`src/rtl/float_int_pkg.sv`:
```
// float_int_pkg: shared types and width helpers for the float-to-int pipeline
package float_int_pkg;
  typedef enum logic {RND_TRUNC = 1'b0, RND_RNE = 1'b1} round_mode_e;
  typedef struct packed {
    logic overflow;
    logic underflow;
    logic inexact;
  } fti_flags_t;
  localparam int GS_W = 2;
  function automatic int mag_w(input int int_w);
    return int_w + GS_W;
  endfunction
endpackage

```
`src/rtl/fti_shift_round.sv`:
```
// fti_shift_round: exact scaling of SIG by 2^(E-SIG_W) with truncate or round-to-nearest-even
module fti_shift_round
  import float_int_pkg::*;
#(
  parameter int EXP_W = 4,
  parameter int SIG_W = 8,
  parameter int INT_W = 8
) (
  input  logic [EXP_W-1:0]          e,
  input  logic [SIG_W-1:0]          sig,
  input  round_mode_e               mode,
  output logic [mag_w(INT_W)-1:0]   mag,
  output logic                      too_big,
  output logic                      frac_nz
);
  localparam int MAG_W = mag_w(INT_W);
  localparam int IP_W = 1 << EXP_W;
  localparam int FULL_W = SIG_W + IP_W;
  localparam int RW = (IP_W > MAG_W) ? IP_W + 1 : MAG_W + 1;
  logic [FULL_W-1:0] full;
  logic [IP_W-1:0] ip;
  logic [SIG_W-1:0] fr;
  logic [RW-1:0] rnd;
  logic up;
  assign full = {{IP_W{1'b0}}, sig} << e;
  assign {ip, fr} = full;
  assign up = mode == RND_RNE && fr[SIG_W-1] && (|fr[SIG_W-2:0] || ip[0]);
  assign rnd = RW'(ip) + RW'(up);
  assign mag = rnd[MAG_W-1:0];
  assign too_big = |rnd[RW-1:MAG_W];
  assign frac_nz = |fr;
endmodule

```
`src/rtl/float_to_int_pipe.sv`:
```
// float_to_int_pipe: three-stage stalling float-to-saturated-integer converter with exception flags
module float_to_int_pipe
  import float_int_pkg::*;
#(
  parameter int EXP_W = 4,
  parameter int SIG_W = 8,
  parameter int INT_W = 8
) (
  input  logic                     clk,
  input  logic                     rst,
  input  logic [EXP_W+SIG_W:0]     float_i,
  input  logic                     round_i,
  input  logic                     in_valid,
  output logic                     in_ready,
  output logic [INT_W-1:0]         int_o,
  output logic                     overflow,
  output logic                     underflow,
  output logic                     inexact,
  output logic                     out_valid,
  input  logic                     out_ready
);
  localparam int MAG_W = mag_w(INT_W);
  localparam logic [MAG_W-1:0] LIM = MAG_W'(1) << (INT_W - 1);
  logic en, v1, v2, v3, s1, s2, tb_c, tb2, fnz_c, fnz2, over;
  logic [EXP_W-1:0] e1;
  logic [SIG_W-1:0] sig1;
  round_mode_e m1;
  logic [MAG_W-1:0] mag_c, mag2;
  logic [INT_W-1:0] int_c;
  fti_flags_t fl_c, fl3;
  assign en = ~(v3 & ~out_ready);
  assign in_ready = en;
  assign out_valid = v3;
  assign {overflow, underflow, inexact} = {fl3.overflow, fl3.underflow, fl3.inexact};
  fti_shift_round #(.EXP_W(EXP_W), .SIG_W(SIG_W), .INT_W(INT_W)) u_sr (
    .e(e1), .sig(sig1), .mode(m1), .mag(mag_c), .too_big(tb_c), .frac_nz(fnz_c)
  );
  always_comb begin
    over = tb2 | (s2 ? mag2 > LIM : mag2 >= LIM);
    int_c = over ? (s2 ? {1'b1, {(INT_W-1){1'b0}}} : {1'b0, {(INT_W-1){1'b1}}})
                 : (s2 ? -mag2[INT_W-1:0] : mag2[INT_W-1:0]);
    fl_c.overflow = over;
    fl_c.underflow = ~tb2 & (mag2 == '0) & fnz2;
    fl_c.inexact = fnz2 | over;
  end
  always_ff @(posedge clk) begin
    if (rst) begin
      {v1, v2, v3, s1, s2, tb2, fnz2} <= '0;
      e1 <= '0;
      sig1 <= '0;
      m1 <= RND_TRUNC;
      mag2 <= '0;
      int_o <= '0;
      fl3 <= '0;
    end else if (en) begin
      v1 <= in_valid;
      s1 <= float_i[EXP_W+SIG_W];
      e1 <= float_i[SIG_W+:EXP_W];
      sig1 <= float_i[SIG_W-1:0];
      m1 <= round_mode_e'(round_i);
      v2 <= v1;
      s2 <= s1;
      mag2 <= mag_c;
      tb2 <= tb_c;
      fnz2 <= fnz_c;
      v3 <= v2;
      int_o <= int_c;
      fl3 <= fl_c;
    end
  end
endmodule

```
`config.mk`:
```
export PLATFORM = sky130hd
export DESIGN_NAME = float_to_int_pipe
export DESIGN_NICKNAME = d
export VERILOG_FILES = /design/src/rtl/float_int_pkg.sv /design/src/rtl/fti_shift_round.sv /design/src/rtl/float_to_int_pipe.sv
export SDC_FILE = /design/constraint.sdc
export NUM_CORES = 1
export LEC_CHECK = 0
export BUFFER_PORTS_ARGS = -buffer_cell sky130_fd_sc_hd__buf_4
export CAP_MARGIN = 40
export CORE_UTILIZATION = 45
export CTS_CLUSTER_DIAMETER = 40
export CTS_CLUSTER_SIZE = 25
export DETAILED_ROUTE_END_ITERATION = 12
export SKIP_LAST_GASP = 1
export SLEW_MARGIN = 20
export SYNTH_ARGS = -nofsm -noshare
export SYNTH_HDL_FRONTEND = slang
export SYNTH_SLANG_ARGS = --single-unit
export TNS_END_PERCENT = 10
```
`constraint.sdc`:
```
create_clock -name clk -period 7.4 [get_ports clk]
set_clock_uncertainty 0.2 [all_clocks]
set_input_delay 1.48 -clock clk [delete_from_list [all_inputs] [get_ports clk]]
set_output_delay 1.48 -clock clk [all_outputs]
set_load 0.05 [all_outputs]
```
==> results of run 1 <==
==> flip-flops by register name, indices dropped and copies added (netlist names), 4 cells and up <==
register  count
sig1          8
e1            4
int_o         8
mag2         10
==> worst register-to-register path: stages, from the launching register on <==
cell      delay [ns]
dfxtp_1         0.86
and4bb_2        0.30
a211oi_1        0.38
o22ai_1         0.23
and2_2          0.22
ha_1            0.26
inv_1           0.11
nor3_1          0.06
xor2_1          0.15
o21ai_0         0.13
==> power by group through the flow <==
stage	logic [mW]	clock network (mW)	registers [mW]
final	0.117	0.212	0.252
after global routing	0.128	0.227	0.255
after floorplan	0.0754	0	0.267
after global placement	0.114	0	0.259
after CTS	0.117	0.218	0.252
after detailed placement	0.117	0	0.257
==> per-layer routing <==
metal	share of wire, %	track usage [%]
met1	48	27.7
met3	3.4	4.67
met4	0.76	5.77
met2	48	34.3
met5	0	0
==> stage by stage <==
| stage | setup WS [ns] | cell area, sq um | hold WS [ns] |
|---|---|---|---|
| finish | 3.32 | 2830 | 0.256 |
| floorplan | 3.25 | 2460 | 0.232 |
| detailed placement | 3.32 | 2700 | 0.247 |
| CTS | 3.32 | 2830 | 0.258 |
| global route | 3.21 | 2830 | 0.276 |
| global placement | 3.32 | 2680 | 0.241 |
==> logic make-up (layout without fill, tap and decap cells) <==
| kind of cell | after synthesis | after routing |
|---|---|---|
| flip-flops | 41 | 41 |
| AND/OR/NAND/NOR | 120 | 120 |
| buffers and inverters | 34 | 52 |
| XOR/XNOR | 3 | 3 |
| adder cells (fa/ha/maj) | 2 | 2 |
| AO/OA/AOI/OAI | 84 | 84 |
| multiplexers | 18 | 18 |
==> Yosys cell counts, types with 2 or more instances <==
| cell | instances | area, sq um |
|---|---|---|
| and3_4 | 2 | 22.5 |
| nand4_1 | 4 | 25.0 |
| nand3_1 | 7 | 35.0 |
| buf_6 | 2 | 22.5 |
| nor2_1 | 19 | 71.3 |
| a21oi_1 | 41 | 205 |
| o221ai_1 | 5 | 43.8 |
| o22ai_1 | 3 | 18.8 |
| o2bb2ai_1 | 2 | 17.5 |
| mux2_2 | 3 | 33.8 |
| buf_1 | 3 | 11.3 |
| xor2_1 | 2 | 17.5 |
| inv_1 | 9 | 33.8 |
| ha_1 | 2 | 25.0 |
| clkbuf_1 | 14 | 52.6 |
| nor3_1 | 9 | 45.0 |
| nand2_1 | 49 | 184 |
| clkinv_1 | 2 | 7.51 |
| nor2b_1 | 7 | 43.8 |
| a311oi_1 | 2 | 17.5 |
| a211oi_1 | 7 | 52.6 |
| mux2_4 | 4 | 60.1 |
| a211o_1 | 2 | 17.5 |
| o22a_1 | 2 | 17.5 |
| mux4_2 | 5 | 113 |
| nand2b_1 | 3 | 18.8 |
| and4b_1 | 2 | 20.0 |
| mux2i_1 | 6 | 60.1 |
| o21ai_0 | 3 | 15.0 |
| o211ai_1 | 5 | 37.5 |
| buf_4 | 2 | 15.0 |
| dfxtp_1 | 41 | 821 |
| buf_2 | 2 | 10.0 |
| nand3b_1 | 5 | 37.5 |
| or3_1 | 5 | 31.3 |
==> final cells by class <==
cell class	instances	area, sq um
tap	70	87.6
clock inverter	3	65.1
clock buffer	5	68.8
timing repair buffer	33	255
inverter	11	41.3
multi-input combinational	227	1490
sequential	41	821
fill	517	2370
==> final timing paths <==
check,from,endpoint,slack [ns]
worst min-delay path,v1$_SDFFE_PP0N_,v1$_SDFFE_PP0N_,0.26
worst max-delay path,out_ready,in_ready,3.32
worst min register to register,v1$_SDFFE_PP0N_,v1$_SDFFE_PP0N_,0.26
worst max register to register,e1[0]$_SDFFE_PP0N_,mag2[4]$_SDFFE_PP0N_,4.43
==> out/qor_table.md, run 1 <==
| Parameter | Value |
|:---|:---|
| Buffers on Ports | 30 |
| Detail-routed net length per standard cell | 14.5 microns |
| Adder-Cell Fraction of Synth Area | 1.02% |
| Clock buffer count from CTS | 5 |
| Number of library cell types mapped by synthesis | 56 |
| Buffer levels on the longest clock path | 2 |
| Wire length of the first global-routing pass | 9750 microns |
| Share of total power consumed by net switching | 27.9% |
| Summed instance area of the synthesized netlist | 0.00246 sq mm |
| Share of cell area taken by muxes after synthesis | 10.8% |
| Number of nets in the finished design | 339 |
| Yosys warnings | 0 |
| Dominant combinational cell family by area after synthesis | simple AND/OR/NAND/NOR gates |
| Post-Synth XOR/XNOR Area | 1.07% |
| Clock Latency Late Sink | 0.29 ns |
| Number of setup buffers added after CTS | 0 |
| Critical path launch point type | input port |
| Number of hold buffers added after cts | 0 |
| Worst supply voltage drop on vdd | 135 uV |
| Number of violations reported at the end of detailed-routing iteration 0 | 103 |
| Worst min path class | register to register |
| Cell chosen for the clock root | clkbuf_8 |
| Commonest non-fill, non-tap cell in the layout | nand2_1 |
| Number of placed I/O pins | 31 |
| Worst-Margin Slew | 0.821 ns |
| Sequential-to-total area share from yosys stat | 33.3% |
| Drt drc | 0 |
| Reg2reg path depth | 9 |
| HPWL after detailed placement | 3900 microns |
| Final setup viols | 0 |
| Delay contributed by the slowest stage of the critical path | 0.35 ns |
| Synthesis-to-layout area growth | 14.9% |
| Clock slew at the register clock pins of the worst setup and hold paths | 0.08 ns |
| Maxcap violations | 0 |
| Series of cell instances along the critical path | buf_4 -> nor2b_2 -> buf_4 -> clkinv_1 -> buf_4 |
| Total instance count after detailed placement | 382 |
| Part of the power in combinational logic | 20.1% |
| Asr flop ratio synth | 0% |
| Final non-filler cell total | 390 |
| Residual antenna-violating net count after detailed routing | 0 |
| Count of cells resized by post-cts repair | 0 |
| Type of element capturing the critical path | output pin |
| Global placement routability congestion | 0.768 |
| Maximum fanout encountered on the critical timing path | 37 |
| Overall power | 581 uW |
| Final TNS setup | 0 ns |
| Most frequent CP cell | buf_4 |
| Share of cells above drive strength 1 | 19.4% |
| Power density relative to cell area | 205 mW/mm^2 |
| Relative contribution of sequential cells to total power | 43.3% |
| Status | finished, final reports clean |
| Total grt overflow | 0 |
| Internal power consumption | 419 uW |
| Simple-gate portion of the synthesized area | 25.0% |
| Count of flip-flops with a built-in enable after synthesis | 0 |
| Hold Path Stages | 2 |
| LEAKAGE | 1.12 nW |
| Slew margin rel. | 45.2% |
| Tot GR Track Use | 20.9% |
| Slowest cell on the critical path | buf_4 |
| # clock sinks | 41 |
| Required time at the worst-slack endpoint | 5.72 ns |
| Cell type group with the largest total delay on the critical path | buffers and inverters |
| Most frequent cells in the layout | nand2_1 (49), a21oi_1 (41), dfxtp_1 (41) |
| Buf/Inv on CP | 4 |
| Post-detailed-routing wire length | 5640 microns |
| Critical path depth | 5 |
| Antenna violations before repair | 0 |
| Highest Clock Rate | 245 MHz |
| #FFs+latches synth | 41 |
| Starting Density | 47.3% |
| Cell Rows | 26 |
| Compound-Gate Fraction of Synth Area | 22.6% |
| Clock network power share | 36.5% |
| Primary FF master, synth | dfxtp_1 |
| Syn Inst Count | 302 |
| Number of global-route vias before repair | 2024 |
| CORE AREA | 0.00520 sq mm |
| Die width | 76.0 microns |
| Detailed-router iteration count before antenna repair | 4 |
| Post-Synthesis Net Count | 322 |
| Average via count per standard cell | 5.57 |
| RSZ-0062 raised after global routing | false |
| Utilization of the core after routing | 54.4% |
| Slew Viols, Final | 0 |
| Die boundary height | 76.0 microns |
| Die area | 0.00577 sq mm |
| Hold violation count in the final report | 0 |
| Total via count after detailed routing | 2173 |
| Number of H-tree branching levels | 2 |
| Minimum clock period after layout | 4.08 ns |
| Classification of the worst setup path | input port to output pin |
| Final cycle utilization of the critical path | 55.1% |
| Data arrival, critical path | 2.40 ns |
| Maximum number of pins on one net before global-route repair | 44 |
| Average instance area after synthesis | 8.16 sq um |
| Number of diodes | 0 |
| Net switching component of the power | 162 uW |
| TritonCTS clock tree | yes |
Power figures use the tool's default switching activity.
==> run 2, diff against run 1 <==
ABC_AREA = 1   (was unset)
clock period = 4.1 ns   (was 7.4 ns; I/O delays follow)
==> run 2 against run 1 <==
  * Critical path depth increased by 9
  * Clock power increased by 31%
  * Sequential power increased by 84%
  * Die area decreased by 2.1%
  * Count of clock-buffer cells in the layout unchanged
  * Routed wire length increased by 1.4%
  * Setup slack got worse by 1.9 ns
  * Combinational power increased by 130%
  * Synthesized cell count increased by 20%
  * Non-clock buffer count unchanged
  * Worst hold slack improved by 0.0079 ns
  * Synthesized area decreased by 2.1%
  * Critical path type is now register to register
==> out/qor_table.md, run 2 <==
| Parameter | Value |
|:---|:---|
| Classification of the worst setup path | register to register |
| Die boundary height | 75.2 microns |
| Number of diodes | 0 |
| Hold Path Stages | 2 |
| Dominant combinational cell family by area after synthesis | simple AND/OR/NAND/NOR gates |
| Residual antenna-violating net count after detailed routing | 0 |
| Final TNS setup | 0 ns |
| Overall power | 1.01 mW |
| Summed instance area of the synthesized netlist | 0.00241 sq mm |
| # clock sinks | 41 |
| Post-detailed-routing wire length | 5720 microns |
| TritonCTS clock tree | yes |
| Global placement routability congestion | 0.888 |
| Post-Synth XOR/XNOR Area | 1.09% |
| Highest layer used for signal routing | met4 |
| Data arrival, critical path | 2.69 ns |
| Share of cells above drive strength 1 | 16.4% |
| CORE AREA | 0.00514 sq mm |
| Die area | 0.00565 sq mm |
| Status | finished, final reports clean |
| Type of element capturing the critical path | register |
| Cells taking the most area after synthesis | dfxtp_1 (34%), nand2_1 (11%), nand3_1 (9.1%) |
| Maxcap violations | 0 |
| Most frequent cell after synthesis | nand2_1 |
| DR WL met3 | 193 microns |
| Highest Clock Rate | 372 MHz |
| Slew Viols, Final | 0 |
| Adder-Cell Fraction of Synth Area | 1.04% |
| Maximum number of pins on one net before global-route repair | 41 |
| Drt drc | 0 |
| Average instance area after synthesis | 6.68 sq um |
| Critical path depth | 14 |
| Count of cells resized by post-cts repair | 0 |
| Final cycle utilization of the critical path | 65.5% |
| Design Area, Final | 0.00276 sq mm |
| Clock Latency Late Sink | 0.30 ns |
| Worst supply voltage drop on vdd | 216 uV |
| Reg2reg path depth | 14 |
| Sequential-to-total area share from yosys stat | 34.0% |
| Cell Rows | 26 |
| Total grt overflow | 0 |
| Number of library cell types mapped by synthesis | 36 |
| Synthesis-to-layout area growth | 14.4% |
| Hold violation count in the final report | 0 |
| Maximum fanout encountered on the critical timing path | 15 |
| Starting Density | 46.9% |
| Detailed-router iteration count before antenna repair | 4 |
| #FFs+latches synth | 41 |
| Buf/Inv on CP | 4 |
| Count of flip-flops with a built-in enable after synthesis | 0 |
| Power density relative to cell area | 367 mW/mm^2 |
| Number of hold buffers added after cts | 0 |
| Primary FF master, synth | dfxtp_1 |
| Series of cell instances along the critical path | inv_1 -> o21ai_2 -> nand2_1 -> nor2_2 -> nand2_1 -> clkinv_1 -> ha_1 -> inv_1 -> nor2_4 -> nand2_2 -> o21bai_1 -> nand3_1 -> nand2_1 -> inv_1 |
| Die width | 75.2 microns |
| Total via count after detailed routing | 2337 |
| Minimum clock period after layout | 2.69 ns |
| Post-Synthesis Net Count | 381 |
| Tot GR Track Use | 22.5% |
| Slew margin rel. | 53.4% |
| Critical path launch point type | register |
| Number of nets in the finished design | 403 |
| Syn Inst Count | 361 |
| Number of setup buffers added after CTS | 0 |
| Cell chosen for the clock root | clkbuf_8 |
| HPWL after detailed placement | 4150 microns |
| Area share of the largest cell type after synthesis | 34.0% |
| Clock buffer count from CTS | 5 |
| Setup Slack @ Placement | 1.45 ns |
| Buffer levels on the longest clock path | 2 |
| Final setup viols | 0 |
| Number of global-route vias before repair | 1988 |
| Max reg flops | 10 |
| Required time at the worst-slack endpoint | 4.11 ns |
| Clock slew at the register clock pins of the worst setup and hold paths | 0.09 ns |
| Average via count per standard cell | 5.15 |
| Compound-Gate Fraction of Synth Area | 19.4% |
| Number of violations reported at the end of detailed-routing iteration 0 | 207 |
| Number of filler cells placed in the layout | 545 |
| Detail-routed net length per standard cell | 12.6 microns |
| Met2 wire len | 2490 microns |
| Number of H-tree branching levels | 2 |
| Wire length of the first global-routing pass | 9510 microns |
| RSZ-0062 raised after global routing | false |
| Utilization of the core after routing | 53.7% |
| Met1 wire length | 2980 microns |
| Cell taking the most area after synthesis | dfxtp_1 |
| Antenna violations before repair | 0 |
| LEAKAGE | 1.29 nW |
| Asr flop ratio synth | 0% |
| Yosys warnings | 0 |
| Area of placed instances | 0.00267 sq mm |
| Worst-Margin Slew | 0.690 ns |
| Registers with the most flip-flops | mag2 x10, int_o x8, sig1 x8 |
| Share of cell area taken by muxes after synthesis | 0% |
| Delay contributed by the slowest stage of the critical path | 0.57 ns |
| Worst min path class | register to register |
| Most frequent cells in the layout | nand2_1 (72), nand3_1 (44), dfxtp_1 (41) |
| Buffers on Ports | 30 |
| Slowest cell on the critical path | dfxtp_1 |
| Top post-synthesis cells by count | nand2_1 (72), nand3_1 (44), dfxtp_1 (41), inv_1 (38) |
| Number of placed I/O pins | 31 |
| Commonest non-fill, non-tap cell in the layout | nand2_1 |
| Simple-gate portion of the synthesized area | 33.0% |
| Cell type group with the largest total delay on the critical path | simple AND/OR/NAND/NOR gates |
| Final worst-path setup slack | 1.41 ns |
| Largest reg by FF count | mag2 |
-- run 2: power by group --
group,internal (mW),switching [mW],total (mW),leakage [nW]
clock,0.121,0.156,0.277,0.0481
sequential,0.433,0.0298,0.463,0.338
combinational,0.0923,0.182,0.274,0.905
total,0.646,0.367,1.01,1.29
-- run 2: stage by stage --
stage	cells	hold WS, ns
detailed placement	446	0.258
floorplan	361	0.230
global placement	445	0.249
global route	454	0.305
finish	454	0.264
CTS	454	0.270
-- run 2: logic make-up after synthesis --
family / Yosys count
compound gates: 80
xor+xnor: 3
fa+ha+maj: 2
buf+inv: 61
flops: 41
simple gates: 174
-- run 2: layer usage --
layer / vias up / global-route usage [%]
met4: 0 / 6.17
met3: 5 / 4.42
met1: 1042 / 32.7
met2: 47 / 33.7
li1: 1243 / -
met5: - / 0
-- run 2: final timing paths --
| check | endpoint | startpoint | slack (ns) |
|---|---|---|---|
| max reg2reg | mag2[8]$_SDFFE_PP0N_ | e1[2]$_SDFFE_PP0N_ | 1.41 |
| min | v2$_SDFFE_PP0N_ | v2$_SDFFE_PP0N_ | 0.26 |
| min reg2reg | v2$_SDFFE_PP0N_ | v2$_SDFFE_PP0N_ | 0.26 |
| max | mag2[8]$_SDFFE_PP0N_ | e1[2]$_SDFFE_PP0N_ | 1.41 |
-- run 2: worst reg2reg max path: stages, from the launching register on --
cell and delay, ns:
dfxtp_1 0.57, inv_1 0.33, o21ai_2 0.28, nand2_1 0.11, nor2_2 0.12, nand2_1 0.11, clkinv_1 0.10, ha_1 0.20
inv_1 0.08, nor2_4 0.12, nand2_2 0.07, o21bai_1 0.13, nand3_1 0.08, nand2_1 0.07, inv_1 0.03
-- run 2: final cells by class --
cell class,count,area (sq um),share of cell area (%)
clock inverter,3,22.5,0.816
timing repair buffer,33,268,9.71
sequential,41,821,29.8
inverter,43,174,6.30
clock buffer,5,68.8,2.49
multi-input combinational,259,1320,47.8
tap,70,87.6,3.17
==> run 3, diff against run 2 <==
clock period = 2.7 ns   (was 4.1 ns; I/O delays follow)
==> run 3 against run 2 <==
  * Sequential power is 50% higher
  * Clock power is 80% higher
  * Routed wire length is 1.2% higher
  * Worst hold slack worse by 0.022 ns
  * Die area stayed put
  * Fmax is 11% higher
  * Power is 60% higher
  * Critical path depth is 2 higher
  * Setup slack worse by 1.1 ns
  * Cell count is 0.66% higher
==> out/qor_table.md, run 3 (synthesized netlist as in run 2, its figures left out) <==
| Parameter | Value |
|:---|:---|
| Drt drc | 0 |
| Utilization of the core after routing | 54.3% |
| Classification of the worst setup path | register to register |
| Synthesis-to-layout area growth | 15.7% |
| Detailed-router iteration count before antenna repair | 4 |
| Worst supply voltage drop on vdd | 409 uV |
| Global placement routability congestion | 0.896 |
| TritonCTS clock tree | yes |
| Total via count after detailed routing | 2413 |
| Residual antenna-violating net count after detailed routing | 0 |
| Share of cells above drive strength 1 | 17.6% |
| Internal power consumption | 1.08 mW |
| Wire length of the first global-routing pass | 9570 microns |
| Required time at the worst-slack endpoint | 2.74 ns |
| Cell chosen for the clock root | clkbuf_8 |
| Buffer levels on the longest clock path | 2 |
| Clock buffer count from CTS | 5 |
| Die boundary height | 75.2 microns |
| Commonest non-fill, non-tap cell in the layout | nand2_1 |
| Registers with the most flip-flops | mag2 x10, int_o x8, sig1 x8 |
| Number of H-tree branching levels | 2 |
| Cell Rows | 26 |
| Number of nets in the finished design | 406 |
| Die width | 75.2 microns |
| Final non-filler cell total | 457 |
| Net switching component of the power | 542 uW |
| Clock network power share | 30.8% |
| Post-route worst hold slack | 0.242 ns |
| Number of setup buffers added after CTS | 0 |
| Highest Clock Rate | 413 MHz |
| Slew Viols, Final | 0 |
| Worst-Margin Slew | 0.656 ns |
| Total instance count after detailed placement | 449 |
| DR WL met3 | 351 microns |
| LEAKAGE | 1.30 nW |
| Maximum fanout encountered on the critical timing path | 14 |
| Clock slew at the register clock pins of the worst setup and hold paths | 0.08 ns |
| Clock Latency Late Sink | 0.29 ns |
| Critical path launch point type | register |
| Met2 wire len | 2550 microns |
| Number of diodes | 0 |
| Minimum clock period after layout | 2.42 ns |
| Final cycle utilization of the critical path | 89.8% |
| Die area | 0.00565 sq mm |
| Slew margin rel. | 55.7% |
| Final setup viols | 0 |
| Number of filler cells placed in the layout | 552 |
| Power density relative to cell area | 580 mW/mm^2 |
| Post-detailed-routing wire length | 5790 microns |
| Largest reg by FF count | mag2 |
| # clock sinks | 41 |
| Average via count per standard cell | 5.28 |
| Number of violations reported at the end of detailed-routing iteration 0 | 249 |
| Maximum number of pins on one net before global-route repair | 36 |
| Worst min path class | input port to register |
| Number of global-route vias before repair | 2084 |
| Tot GR Track Use | 22.5% |
| Max reg flops | 10 |
| Hold violation count in the final report | 0 |
| Highest layer used for signal routing | met4 |
| Met1 wire length | 2860 microns |
| Detail-routed net length per standard cell | 12.7 microns |
| Buffers on Ports | 30 |
| Part of the power in combinational logic | 26.2% |
| Maxcap violations | 0 |
| Share of total power consumed by net switching | 33.5% |
| Total grt overflow | 0 |
| Starting Density | 46.9% |
| CORE AREA | 0.00514 sq mm |
| Data arrival, critical path | 2.46 ns |
| HPWL after detailed placement | 4290 microns |
| Antenna violations before repair | 0 |
| Most frequent cells in the layout | nand2_1 (72), nand3_1 (44), dfxtp_1 (39) |
| Type of element capturing the critical path | register |
| Number of placed I/O pins | 31 |
| Relative contribution of sequential cells to total power | 43.0% |
| Status | finished, final reports clean |
| Overall power | 1.62 mW |
| Final TNS setup | 0 ns |
[run 3: per-stage QoR]
stage / setup slack [ns] / cell area [sq um]
4_1_cts: 0.124 / 2780
3_3_place_gp: 0.202 / 2670
6_report: 0.276 / 2790
2_1_floorplan: 0.434 / 2410
3_5_place_dp: 0.156 / 2670
5_1_grt: -0.00199 / 2790
[run 3: worst max-delay path: stages, from the launching register on]
cell and delay (ns):
dfxtp_2 0.46, inv_6 0.10, nand3_1 0.12, nand2_1 0.09
o21ai_2 0.17, nand2_1 0.10, nor2_2 0.12, nand2_1 0.10
clkinv_1 0.09, ha_2 0.20, inv_1 0.07, nor2_4 0.12
nand2_2 0.08, or2_0 0.20, nand3_1 0.06, nand2_1 0.05
inv_1 0.04
[run 3: cell type report]
cell class / instances / area, sq um / share of cell area [%]
inverters: 43 / 174 / 6.24
clock inverters: 2 / 38.8 / 1.39
multi-input cells: 259 / 1320 / 47.3
flip-flops and latches: 41 / 826 / 29.6
well taps: 70 / 87.6 / 3.14
repair buffers: 36 / 270 / 9.69
clock buffers: 6 / 72.6 / 2.60
[run 3: what timing repair did]
item	4_1_cts	5_1_grt
hold buffers	0	0
endpoints found under the setup margin	0	5
resized for setup	0	4
[run 3: worst paths after layout]
check                                        start                     to  slack (ns)  depth (start not counted)
worst max-delay path            e1[1]$_SDFFE_PP0N_   mag2[6]$_SDFFE_PP0N_        0.28                         16
worst min-delay path                           rst  int_o[7]$_SDFFE_PP0N_        0.24                          2
worst max register to register  e1[1]$_SDFFE_PP0N_   mag2[6]$_SDFFE_PP0N_        0.28                         16
worst min register to register     v2$_SDFFE_PP0N_        v2$_SDFFE_PP0N_        0.26                          2
[run 3: layer usage]
layer / track usage, % / up-vias
li1: - / 1248
met1: 31.9 / 1092
met2: 35.3 / 67
met3: 4.42 / 6
met4: 4.94 / 0
met5: 0 / -
[run 3: power groups by stage]
stage,Clock (mW),Combinational [mW],Sequential [mW]
6_report,0.499,0.424,0.696
3_3_place_gp,0,0.420,0.710
4_1_cts,0.510,0.424,0.696
3_5_place_dp,0,0.423,0.709
2_1_floorplan,0,0.245,0.775
5_1_grt,0.537,0.468,0.702
